===== src/rtl/logic_reduce_pkg.sv =====
// Shared op encodings and per-op helpers for the pipelined word reducer.
package logic_reduce_pkg;

    typedef enum logic [1:0] {
        OP_OR  = 2'b00,
        OP_AND = 2'b01,
        OP_XOR = 2'b10,
        OP_NOR = 2'b11
    } op_t;

    // Value that leaves any operand unchanged when folded with the op's base.
    function automatic logic identity(input op_t op);
        return (op == OP_AND);
    endfunction

    // NOR reduces as OR; the inversion is applied once at the output.
    function automatic op_t base_of(input op_t op);
        return (op == OP_NOR) ? OP_OR : op;
    endfunction

    function automatic logic fold(input op_t base, input logic a, input logic b);
        logic r;
        case (base)
            OP_AND:  r = a & b;
            OP_XOR:  r = a ^ b;
            default: r = a | b;
        endcase
        return r;
    endfunction

endpackage


===== src/rtl/logic_reduce_pipe_group.sv =====
// Combinational GROUP-bit base reducer with popcount; one slice of stage 1.
module reduce_group
    import logic_reduce_pkg::*;
#(
    parameter int GROUP = 4
) (
    input  logic [GROUP-1:0]           bits,
    input  logic [1:0]                 base,
    output logic                       partial,
    output logic [$clog2(GROUP+1)-1:0] count
);

    localparam int GCW = $clog2(GROUP + 1);

    op_t base_op;
    assign base_op = op_t'(base);

    // NOTE: every variable driven here gets a value before any conditional
    // logic, so no path can leave it unassigned and infer a latch.
    always_comb begin
        partial = identity(base_op);
        count   = '0;
        for (int i = 0; i < GROUP; i++) begin
            partial = fold(base_op, partial, bits[i]);
            count   = count + GCW'(bits[i]);
        end
    end

endmodule


===== src/rtl/logic_reduce_pipe.sv =====
// Two-stage valid/ready word reducer (OR/AND/XOR/NOR) with popcount and an
// optional running accumulator that folds successive words together.
module logic_reduce_pipe
    import logic_reduce_pkg::*;
#(
    parameter int WIDTH = 8,
    parameter int GROUP = 4
) (
    input  logic                       clk,
    input  logic                       rst,
    input  logic [WIDTH-1:0]           in_data,
    input  logic [1:0]                 in_op,
    input  logic                       in_acc,
    input  logic                       in_clr,
    input  logic                       in_valid,
    output logic                       in_ready,
    output logic                       out_f,
    output logic [$clog2(WIDTH+1)-1:0] out_count,
    output logic                       out_valid,
    input  logic                       out_ready
);

    localparam int NG  = WIDTH / GROUP;
    localparam int CW  = $clog2(WIDTH + 1);
    localparam int GCW = $clog2(GROUP + 1);

    if (WIDTH < 2 || (WIDTH % GROUP) != 0) begin : g_param_check
        $error("logic_reduce_pipe: WIDTH must be >= 2 and a multiple of GROUP");
    end

    // ---------------- stage 1 partial reducers ----------------
    op_t                     in_op_e;
    op_t                     in_base;
    logic [NG-1:0]           grp_partial;
    logic [NG-1:0][GCW-1:0]  grp_count;

    assign in_op_e = op_t'(in_op);
    assign in_base = base_of(in_op_e);

    for (genvar g = 0; g < NG; g++) begin : g_group
        reduce_group #(
            .GROUP (GROUP)
        ) u_group (
            .bits    (in_data[g*GROUP +: GROUP]),
            .base    (in_base),
            .partial (grp_partial[g]),
            .count   (grp_count[g])
        );
    end

    // ---------------- flow control ----------------
    logic ready_en;
    logic s1_valid;
    logic s2_advance;
    logic s1_advance;
    logic in_xfer;

    assign s2_advance = !out_valid | out_ready;
    assign s1_advance = s1_valid & s2_advance;
    assign in_ready   = ready_en & (!s1_valid | s1_advance);
    assign in_xfer    = in_valid & in_ready;

    // ---------------- stage 1 payload ----------------
    logic [NG-1:0]          s1_partial;
    logic [NG-1:0][GCW-1:0] s1_count;
    op_t                    s1_op;
    logic                   s1_acc;
    logic                   s1_clr;

    // NOTE: payload registers carry no reset; s1_valid alone decides whether
    // their contents are meaningful, so clearing them would buy nothing.
    always_ff @(posedge clk) begin
        if (in_xfer) begin
            s1_partial <= grp_partial;
            s1_count   <= grp_count;
            s1_op      <= in_op_e;
            s1_acc     <= in_acc;
            s1_clr     <= in_clr;
        end
    end

    // ---------------- stage 2 combine and accumulate ----------------
    logic           acc_reg;
    op_t            last_op;
    op_t            s1_base;
    logic           word_base;
    logic [CW-1:0]  word_count;
    logic           acc_src;
    logic           acc_next;
    logic           f_next;

    always_comb begin
        s1_base    = base_of(s1_op);
        word_base  = identity(s1_base);
        word_count = '0;
        for (int g = 0; g < NG; g++) begin
            word_base  = fold(s1_base, word_base, s1_partial[g]);
            word_count = word_count + CW'(s1_count[g]);
        end
        // An explicit clear or a change of op restarts from the op's identity.
        acc_src  = (s1_clr || (s1_op != last_op)) ? identity(s1_op) : acc_reg;
        acc_next = fold(s1_base, acc_src, word_base);
        f_next   = (s1_acc ? acc_next : word_base) ^ (s1_op == OP_NOR);
    end

    // ---------------- control, output and accumulator state ----------------
    // NOTE: sequential state uses non-blocking assignments so every register
    // samples pre-edge values regardless of statement order.
    always_ff @(posedge clk or posedge rst) begin
        if (rst) begin
            ready_en  <= 1'b0;
            s1_valid  <= 1'b0;
            out_valid <= 1'b0;
            out_f     <= 1'b0;
            out_count <= '0;
            acc_reg   <= 1'b0;
            last_op   <= OP_OR;
        end else begin
            ready_en <= 1'b1;
            if (!s1_valid || s1_advance) begin
                s1_valid <= in_xfer;
            end
            if (s2_advance) begin
                out_valid <= s1_valid;
                if (s1_valid) begin
                    out_f     <= f_next;
                    out_count <= word_count;
                    if (s1_acc) begin
                        acc_reg <= acc_next;
                        last_op <= s1_op;
                    end
                end
            end
        end
    end

endmodule


===== config.mk =====
export PLATFORM = sky130hd
export DESIGN_NAME = logic_reduce_pipe
export DESIGN_NICKNAME = d
export VERILOG_FILES = /design/src/rtl/logic_reduce_pkg.sv /design/src/rtl/logic_reduce_pipe_group.sv /design/src/rtl/logic_reduce_pipe.sv
export SDC_FILE = /design/constraint.sdc
export NUM_CORES = 1
export LEC_CHECK = 0
export BUFFER_PORTS_ARGS = -buffer_cell sky130_fd_sc_hd__buf_2
export CORE_AREA = 2 2 78 50
export CTS_BUF_LIST = sky130_fd_sc_hd__clkbuf_2
export DETAILED_ROUTE_END_ITERATION = 12
export DIE_AREA = 0 0 80 52
export PLACE_DENSITY_LB_ADDON = 0.08
export REMOVE_ABC_BUFFERS = 1
export SLEW_MARGIN = 20
export SYNTH_ARGS = -nofsm -noshare
export SYNTH_HDL_FRONTEND = slang
export SYNTH_SLANG_ARGS = --single-unit

===== constraint.sdc =====
create_clock -name clk -period 3 [get_ports clk]
set_clock_uncertainty 0.05 [all_clocks]
set_input_delay 0.3 -clock clk [delete_from_list [all_inputs] [get_ports clk]]
set_output_delay 0.3 -clock clk [all_outputs]
set_load 0.05 [all_outputs]

==> results of run 1 <==
==> stage by stage <==
| step | util | power [mW] | area (µm²) |
|---|---|---|---|
| floorplan | - | 0.602 | 1500 |
| global placement | 0.482 | 0.663 | 1680 |
| detailed placement | 0.482 | 0.676 | 1680 |
| CTS | 0.490 | 0.803 | 1710 |
| global route | 0.493 | 0.854 | 1720 |
| finish | 0.493 | 0.796 | 1720 |
==> cell families (layout without fill, tap and decap cells) <==
kind of cell	after synthesis	count (layout)	share of synthesized area
buffers and inverters	25	53	0.0630
adder cells (fa/ha/maj)	32	32	0.280
AO/OA/AOI/OAI	27	27	0.137
AND/OR/NAND/NOR	18	18	0.0580
other	1	1	0.00249
flip-flops	23	23	0.421
XOR/XNOR	4	4	0.0232
multiplexers	2	2	0.0149
==> critical path, delay by kind of cell, from the launching register on <==
| family | cells | cell delay [ps] |
|---|---|---|
| compound gates | 4 | 900 |
| fa+ha+maj | 2 | 710 |
| flops | 1 | 520 |
| simple gates | 1 | 190 |
| xor+xnor | 1 | 160 |
| buf+inv | 1 | 90 |
==> placed cells by master, fill, tap and decap left out, types with 3 or more instances in the layout <==
| cell | Yosys | routed |
|---|---|---|
| inv_1 | 24 | 24 |
| nand2_1 | 10 | 10 |
| buf_2 | 1 | 22 |
| fa_1 | 3 | 3 |
| xor2_1 | 4 | 4 |
| a221oi_1 | 6 | 6 |
| a21oi_1 | 8 | 8 |
| ha_1 | 29 | 29 |
| o21ai_0 | 5 | 5 |
| edfxtp_1 | 12 | 12 |
| dfrtp_1 | 11 | 11 |
| clkbuf_2 | 0 | 3 |
==> metal layers <==
metal / up-vias / track usage / share of wire
met3: 2 / 0.0417 / 0.046
met2: 23 / 0.228 / 0.43
li1: 505 / - / -
met5: - / 0 / 0
met4: 0 / 0.0508 / 0.011
met1: 471 / 0.181 / 0.51
==> area by class of cell <==
type / count / area [µm²]
Fill cell: 321 / 1770
Clock inverter: 1 / 5.00
Inverter: 24 / 90.1
Multi-Input combinational cell: 84 / 778
Clock buffer: 3 / 15.0
Sequential cell: 23 / 636
Tap cell: 47 / 58.8
Timing Repair Buffer: 25 / 138
==> how the worst max path moves through the flow <==
stage | end | cells after the start | slack (ps) | startpoint
floorplan | s1_partial[0] | 12 | 500 | in_op[0]
global placement | s1_partial[0] | 13 | 270 | in_op[0]
detailed placement | s1_partial[0] | 13 | 120 | in_op[0]
CTS | out_f | 9 | 290 | s1_op[0]
global route | out_f | 9 | 130 | s1_op[0]
finish | out_f | 9 | 300 | s1_op[0]
==> power groups by stage <==
stage	sequential (mW)	clock [mW]	combinational, mW
floorplan	0.473	0	0.128
global placement	0.406	0	0.256
detailed placement	0.409	0	0.267
CTS	0.401	0.133	0.269
global route	0.407	0.150	0.297
finish	0.401	0.128	0.266
==> flow_metrics.env, run 1 <==
export IMPL_status="finished clean"
export IMPL_die_area_um2=4160
export IMPL_max_freq_mhz=371
export IMPL_p_per_area_nw_per_um2=462
export IMPL_largest_register="s1_count"
export IMPL_r2r_end="out_f"
export IMPL_rsz0062_at_grt="false"
export IMPL_intPower_uw=502
export IMPL_final_layout_size_suffix_gt1_frac=0.206
export IMPL_top_regs="s1_count: 6 flops, out_count: 4 flops"
export IMPL_crit_slowest_cell="edfxtp_1"
export IMPL_whs_ps=72.6
export IMPL_path_class="reg -> reg"
export IMPL_ant_nets=0
export IMPL_power_frac_clock=0.161
export IMPL_wl_mm=2.52
export IMPL_dp_final_hpwl_mm=2.03
export IMPL_r2r_slack_ps=300
export IMPL_period_share=0.900
export IMPL_cp_end_kind="register"
export IMPL_postSynthCellCount=132
export IMPL_max_stage_delay_ps=520
export IMPL_cp_start_kind="register"
export IMPL_cp_arrival_ps=2900
export IMPL_r2r_cells=9
export IMPL_cts_hold_buf=1
export IMPL_avgRoutedWirePerCell_um=12.2
export IMPL_diodes=0
export IMPL_htreeDepth=1
export IMPL_path_max_fanout=6
export IMPL_cts_tree="done"
export IMPL_r2r_start="s1_op[0]"
export IMPL_synth_area_top_cells="ha_1 (24%), edfxtp_1 (24%), dfrtp_1 (18%), inv_1 (6.0%), fa_1 (4.0%)"
export IMPL_final_hold_violation_count=0
export IMPL_async_flop_share=0.478
export IMPL_fin_nets=209
export IMPL_whs_path_depth=1
export IMPL_area_growth_pct=14.0
export IMPL_netlist_top_cells_count="ha_1 (29), inv_1 (24), edfxtp_1 (12), dfrtp_1 (11), nand2_1 (10)"
export IMPL_drc=0
export IMPL_crit_top_cell="ha_1"
export IMPL_cts_root_buf="clkbuf_2"
export IMPL_first_iter_violations=16
export IMPL_post_cts_setup_buffers=0
export IMPL_grt_pass1_wl_mm=4.34
export IMPL_via_per_inst=4.84
export IMPL_largest_register_ffs=6
export IMPL_syn_area_um2=1510
export IMPL_worst_slack_ps=301
export IMPL_fin_crit_ps=2700
export IMPL_synth_top_area_frac=0.240
export IMPL_first_pass_iters=4
export IMPL_cts_path_max_buffers=2
export IMPL_via_count=1001
export IMPL_crit_chain="inv_1, ha_1, a221o_1, and2_2, ha_1, a221oi_4, a2bb2oi_2, xor2_1, o21ai_1"
export IMPL_fin_setup_tns_ps=0
export IMPL_pwr_share_seq=0.504
export IMPL_core_um2=3490
export IMPL_netSwitchingPower_uw=294
export IMPL_yosys_warnings=0
export IMPL_cts_resized=0
export IMPL_die_y_um=52
export IMPL_ys_ff_latch=23
export IMPL_fp_dieW_um=80
export IMPL_io_pins=23
export IMPL_io_buffers=22
export IMPL_setup_viol=0
export IMPL_holdCritStartpoint="in_clr"
export IMPL_globalplace_congestion=0.703
export IMPL_grt_usage=0.141
export IMPL_sw_frac_of_total=0.369
export IMPL_p_comb_frac=0.335
export IMPL_ys_types=27
export IMPL_grt_max_degree=14
export IMPL_grt_pass1_vias=948
export IMPL_clk_pin_slew_ps=230
export IMPL_synth_most_common_cell="ha_1"
export IMPL_fin_cells=207
export IMPL_ys_flop_type="edfxtp_1"
export IMPL_place_inst=201
export IMPL_overflow=0
export IMPL_hold_path_end="s1_clr"
export IMPL_insertion_delay_ps=340
export IMPL_cp_required_ps=3200
export IMPL_vdd_drop_max_mv=0.233
export IMPL_syn_area_per_cell_um2=11.4
export IMPL_initial_core_util=0.433
export IMPL_drv_cap=0
export IMPL_numCtsBuffers=3
export IMPL_synth_top_area_cell="ha_1"
export IMPL_hold_class="in -> reg"
export IMPL_ys_seq_area_frac=0.421
export IMPL_antenna_found_initial=0
export IMPL_leakagePower_nw=0.880
export IMPL_clock_sinks=23
export IMPL_dp_slack_ps=119
export IMPL_synth_edf_count=12
export IMPL_finalMaxSlewViolations=0
export IMPL_rows=17
Power figures use the tool's default switching activity.
==> inputs of run 2 (changes only) <==
--- a/config.mk
+++ b/config.mk
@@ -6,10 +6,10 @@
 export NUM_CORES = 1
 export LEC_CHECK = 0
 export BUFFER_PORTS_ARGS = -buffer_cell sky130_fd_sc_hd__buf_2
-export CORE_AREA = 2 2 78 50
+export CORE_AREA = 2 2 95 60
 export CTS_BUF_LIST = sky130_fd_sc_hd__clkbuf_2
 export DETAILED_ROUTE_END_ITERATION = 12
-export DIE_AREA = 0 0 80 52
+export DIE_AREA = 0 0 97 62
 export PLACE_DENSITY_LB_ADDON = 0.08
 export REMOVE_ABC_BUFFERS = 1
 export SLEW_MARGIN = 20
==> run 2 against run 1 <==
Net effect: register-to-register slack about the same; global-route usage down 3.6 points; final cell count rose by 10%; die area is 45% higher; combinational power about the same; cell area rose by 1.0%; routed wire length rose by 10%; critical path depth did not move; fmax fell by 0.12%; critical path type unchanged; critical endpoint unchanged.
==> flow_metrics.env, run 2 (synthesized netlist as in run 1, its figures left out) <==
export IMPL_status="finished clean"
export IMPL_initial_core_util=0.286
export IMPL_final_hold_violation_count=0
export IMPL_fin_setup_tns_ps=0
export IMPL_cp_arrival_ps=2900
export IMPL_cts_tree="done"
export IMPL_cp_required_ps=3190
export IMPL_avgRoutedWirePerCell_um=12.2
export IMPL_die_area_um2=6010
export IMPL_first_pass_iters=4
export IMPL_final_layout_size_suffix_gt1_frac=0.208
export IMPL_crit_top_cell="ha_1"
export IMPL_globalplace_congestion=0.674
export IMPL_die_y_um=62
export IMPL_fin_crit_ps=2700
export IMPL_io_buffers=22
export IMPL_area_growth_pct=15.2
export IMPL_dp_final_hpwl_mm=2.24
export IMPL_finalMaxSlewViolations=0
export IMPL_crit_slowest_cell="edfxtp_1"
export IMPL_period_share=0.901
export IMPL_grt_pass1_vias=1048
export IMPL_fin_cells=228
export IMPL_insertion_delay_ps=350
export IMPL_wl_met1_mm=1.44
export IMPL_overflow=0
export IMPL_diodes=0
export IMPL_antenna_found_initial=0
export IMPL_leakagePower_nw=0.875
export IMPL_p_per_area_nw_per_um2=457
export IMPL_wl_mm=2.77
export IMPL_path_class="reg -> reg"
export IMPL_setup_viol=0
export IMPL_crit_chain="inv_1, ha_1, a221o_1, and2_2, ha_1, a221oi_4, a2bb2oi_2, xor2_1, o21ai_1"
export IMPL_io_pins=23
export IMPL_cp_start_kind="register"
export IMPL_vdd_drop_max_mv=0.111
export IMPL_fin_nets=208
export IMPL_grt_max_degree=14
export IMPL_critPathLaunch="s1_op[0]"
export IMPL_max_freq_mhz=370
export IMPL_via_per_inst=4.29
export IMPL_holdCritStartpoint="in_clr"
export IMPL_cp_end_kind="register"
export IMPL_grt_pass1_wl_mm=4.86
export IMPL_fillers=538
export IMPL_core_um2=5280
export IMPL_highest_layer="met4"
export IMPL_grt_usage=0.105
export IMPL_largest_register="s1_count"
export IMPL_final_cell_mix="ha_1 (29), inv_1 (24), buf_2 (22), edfxtp_1 (12), dfrtp_1 (11)"
export IMPL_place_inst=223
export IMPL_path_max_fanout=6
export IMPL_clk_pin_slew_ps=230
export IMPL_via_count=979
export IMPL_max_stage_delay_ps=500
export IMPL_fp_dieW_um=97
export IMPL_drc=0
export IMPL_cts_path_max_buffers=2
export IMPL_total_power_uw=794
export IMPL_clock_sinks=23
export IMPL_largest_register_ffs=6
export IMPL_numCtsBuffers=3
export IMPL_hold_class="in -> reg"
export IMPL_met2_length_mm=1.15
export IMPL_ant_nets=0
export IMPL_rsz0062_at_grt="false"
export IMPL_top_regs="s1_count: 6 flops, out_count: 4 flops"
export IMPL_cts_root_buf="clkbuf_2"
export IMPL_first_iter_violations=10
export IMPL_htreeDepth=1
export IMPL_drv_cap=0
export IMPL_mostFrequentLayoutCell="ha_1"
export IMPL_rows=21
export IMPL_r2r_start="s1_op[0]"
export IMPL_wl_met3_um=143
run 2: final timing paths:
path / slack [ps] / end / cells after the start
min: 80 / s1_clr / 1
max in group asynchronous: 2200 / out_f / 3
min in group asynchronous: 420 / out_count[1] / 3
min reg2reg: 450 / out_count[1] / 2
max reg2reg: 300 / out_f / 9
max: 300 / out_f / 9
run 2: area by class of cell:
cell class | instances | area (µm²) | share of cell area
clock inverter | 1 | 5.00 | 0.00288
tap | 69 | 86.3 | 0.0497
sequential | 23 | 636 | 0.366
multi-input combinational | 84 | 778 | 0.448
timing repair buffer | 24 | 128 | 0.0734
inverter | 24 | 90.1 | 0.0518
clock buffer | 3 | 15.0 | 0.00864
run 2: what timing repair did:
action | 4_1_cts | 5_1_grt
endpoints found under the hold margin | 11 | 0
resized for setup | 0 | 0
setup buffers | 0 | 0
hold buffers | 1 | 0
run 2: per-stage QoR:
stage | hold slack [ps] | instance area (µm²) | util | setup WS (ps)
detailed placement | 271 | 1710 | 0.323 | 71.6
finish | 75.2 | 1740 | 0.329 | 298
floorplan | 102 | 1500 | - | 500
global placement | 266 | 1710 | 0.323 | 255
global route | 9.37 | 1740 | 0.329 | 180
CTS | 43.5 | 1740 | 0.329 | 292
run 2: worst max-delay path: cells and delay by family (launching register included):
| kind | cells | cell delay [ps] |
|---|---|---|
| flops | 1 | 500 |
| fa+ha+maj | 2 | 700 |
| buf+inv | 1 | 90 |
| compound gates | 4 | 900 |
| simple gates | 1 | 190 |
| xor+xnor | 1 | 150 |
run 2: metal layers:
layer | global-route usage | vias up
li1 | - | 505
met3 | 0.0324 | 4
met2 | 0.174 | 24
met1 | 0.134 | 446
met4 | 0.0362 | 0
met5 | 0 | -
run 2: power breakdown:
| part | leakage [nW] | switching, mW | internal [mW] |
|---|---|---|---|
| Clock | 0.0164 | 0.0979 | 0.0303 |
| Sequential | 0.249 | 0.0234 | 0.378 |
| Combinational | 0.610 | 0.173 | 0.0922 |
==> inputs of run 3 (changes only) <==
--- a/config.mk
+++ b/config.mk
@@ -7,7 +7,7 @@
 export LEC_CHECK = 0
 export BUFFER_PORTS_ARGS = -buffer_cell sky130_fd_sc_hd__buf_2
 export CORE_AREA = 2 2 95 60
-export CTS_BUF_LIST = sky130_fd_sc_hd__clkbuf_2
+export CTS_BUF_LIST = sky130_fd_sc_hd__clkbuf_4 sky130_fd_sc_hd__clkbuf_8
 export DETAILED_ROUTE_END_ITERATION = 12
 export DIE_AREA = 0 0 97 62
 export PLACE_DENSITY_LB_ADDON = 0.08
==> run 3 against run 2 <==
Net effect: final cell count unchanged; core utilization up 0.50 points; via count increased by 0.31%; clock power grew 52%; register-to-register slack improved by 30 ps; sequential share of layout area decreased by 0.54 points; power increased by 8.4%; sequential cell count unchanged; combinational power is essentially flat; hold slack improved by 84 ps; critical path depth stayed put.
==> flow_metrics.env, run 3 (synthesized netlist as in run 1, its figures left out) <==
export IMPL_whs_ps=159
export IMPL_ff_latch_area_um2=636
export IMPL_initial_core_util=0.286
export IMPL_power_frac_clock=0.226
export IMPL_fillers=536
export IMPL_fin_cells=228
export IMPL_cts_path_max_buffers=2
export IMPL_crit_chain="inv_1, ha_1, a221o_1, and2_2, ha_1, a221oi_4, a2bb2oi_2, xor2_1, o21ai_1"
export IMPL_cts_tree="done"
export IMPL_finish_utilization=0.334
export IMPL_via_count=982
export IMPL_mostFrequentLayoutCell="ha_1"
export IMPL_final_layout_size_suffix_gt1_frac=0.208
export IMPL_rsz0062_at_grt="false"
export IMPL_numCtsBuffers=3
export IMPL_final_cell_area_um2=1760
export IMPL_die_y_um=62
export IMPL_crit_slowest_cell="edfxtp_1"
export IMPL_overflow=0
export IMPL_drv_cap=0
export IMPL_pwr_share_seq=0.466
export IMPL_fin_nets=208
export IMPL_grt_max_degree=14
export IMPL_cp_start_kind="register"
export IMPL_path_max_fanout=6
export IMPL_core_um2=5280
export IMPL_netSwitchingPower_uw=298
export IMPL_cp_end_kind="register"
export IMPL_grt_usage=0.104
export IMPL_sw_frac_of_total=0.346
export IMPL_p_comb_frac=0.308
export IMPL_globalplace_congestion=0.674
export IMPL_max_freq_mhz=374
export IMPL_fp_dieW_um=97
export IMPL_fin_crit_ps=2670
export IMPL_dp_slack_ps=71.6
export IMPL_cts_root_buf="clkbuf_8"
export IMPL_setup_viol=0
export IMPL_final_hold_violation_count=0
export IMPL_diodes=0
export IMPL_cp_required_ps=3100
export IMPL_avgRoutedWirePerCell_um=12.2
export IMPL_cp_arrival_ps=2770
export IMPL_p_per_area_nw_per_um2=488
export IMPL_path_class="reg -> reg"
export IMPL_holdCritStartpoint="in_clr"
export IMPL_die_area_um2=6010
export IMPL_post_cts_setup_buffers=0
export IMPL_final_cell_mix="ha_1 (29), inv_1 (24), buf_2 (22), edfxtp_1 (12), dfrtp_1 (11)"
export IMPL_ant_nets=0
export IMPL_hold_class="in -> reg"
export IMPL_largest_register_ffs=6
export IMPL_crit_top_cell="ha_1"
export IMPL_clock_sinks=23
export IMPL_r2r_slack_ps=330
export IMPL_via_per_inst=4.31
export IMPL_place_inst=223
export IMPL_io_buffers=22
export IMPL_rows=21
export IMPL_total_power_uw=861
export IMPL_max_stage_delay_ps=450
export IMPL_insertion_delay_ps=260
export IMPL_first_pass_iters=4
export IMPL_dp_final_hpwl_mm=2.24
export IMPL_worst_slack_ps=328
export IMPL_antenna_found_initial=0
export IMPL_top_regs="s1_count: 6 flops, out_count: 4 flops"
export IMPL_status="finished clean"
export IMPL_first_iter_violations=9
export IMPL_leakagePower_nw=0.885
export IMPL_area_growth_pct=16.9
export IMPL_critPathLaunch="s1_op[0]"
export IMPL_largest_register="s1_count"
export IMPL_r2r_start="s1_op[0]"
export IMPL_drc=0
export IMPL_io_pins=23
export IMPL_fin_setup_tns_ps=0
export IMPL_period_share=0.891
export IMPL_wl_mm=2.78
export IMPL_vdd_drop_max_mv=0.144
export IMPL_grt_pass1_wl_mm=4.82
export IMPL_place_area_um2=1710
export IMPL_multi_input_area_um2=778
export IMPL_htreeDepth=1
export IMPL_finalMaxSlewViolations=0
export IMPL_grt_pass1_vias=1046
export IMPL_clk_pin_slew_ps=80
export IMPL_intPower_uw=563
==> run 3: layer usage <==
metal,routed length (µm),track usage,share of wire,vias up
met4,40,0.0362,0.014,0
met1,1470,0.134,0.53,450
met2,1140,0.173,0.41,22
li1,-,-,-,506
met5,0,0,0,-
met3,128,0.0291,0.046,4
==> run 3: final cells by class <==
class | count | share of cell area
flip-flops and latches | 23 | 0.360
clock buffers | 3 | 0.0234
multi-input cells | 84 | 0.441
inverters | 24 | 0.0511
clock inverters | 1 | 0.00284
well taps | 69 | 0.0489
repair buffers | 24 | 0.0723
==> run 3: final timing paths <==
kind,cells past startpoint,endpoint
min in group asynchronous,3,out_count[1]
max in group asynchronous,3,out_f
hold / removal,1,s1_clr
setup / recovery,9,out_f
hold reg to reg,2,out_count[1]
setup reg to reg,9,out_f
==> run 3: critical path: cells and delay by family (launching register included) <==
kind | cells | cell delay (ps)
AOI/OAI and AO/OA | 4 | 900
xor gates and xnor gates | 1 | 160
adders and majority gates | 2 | 700
buffers and inverters | 1 | 90
DFF | 1 | 450
and+or+nand+nor | 1 | 190
==> run 3: repair_timing <==
item,CTS,global route
gates resized for setup,0,0
hold endpoints to repair,11,0
hold buffers,1,0
==> run 3: power by group through the flow <==
| stage | clock [mW] | sequential (mW) | combinational [mW] |
|---|---|---|---|
| global route | 0.215 | 0.408 | 0.300 |
| CTS | 0.204 | 0.402 | 0.270 |
| floorplan | 0 | 0.473 | 0.128 |
| detailed placement | 0 | 0.409 | 0.268 |
| global placement | 0 | 0.408 | 0.262 |
| finish | 0.195 | 0.401 | 0.265 |
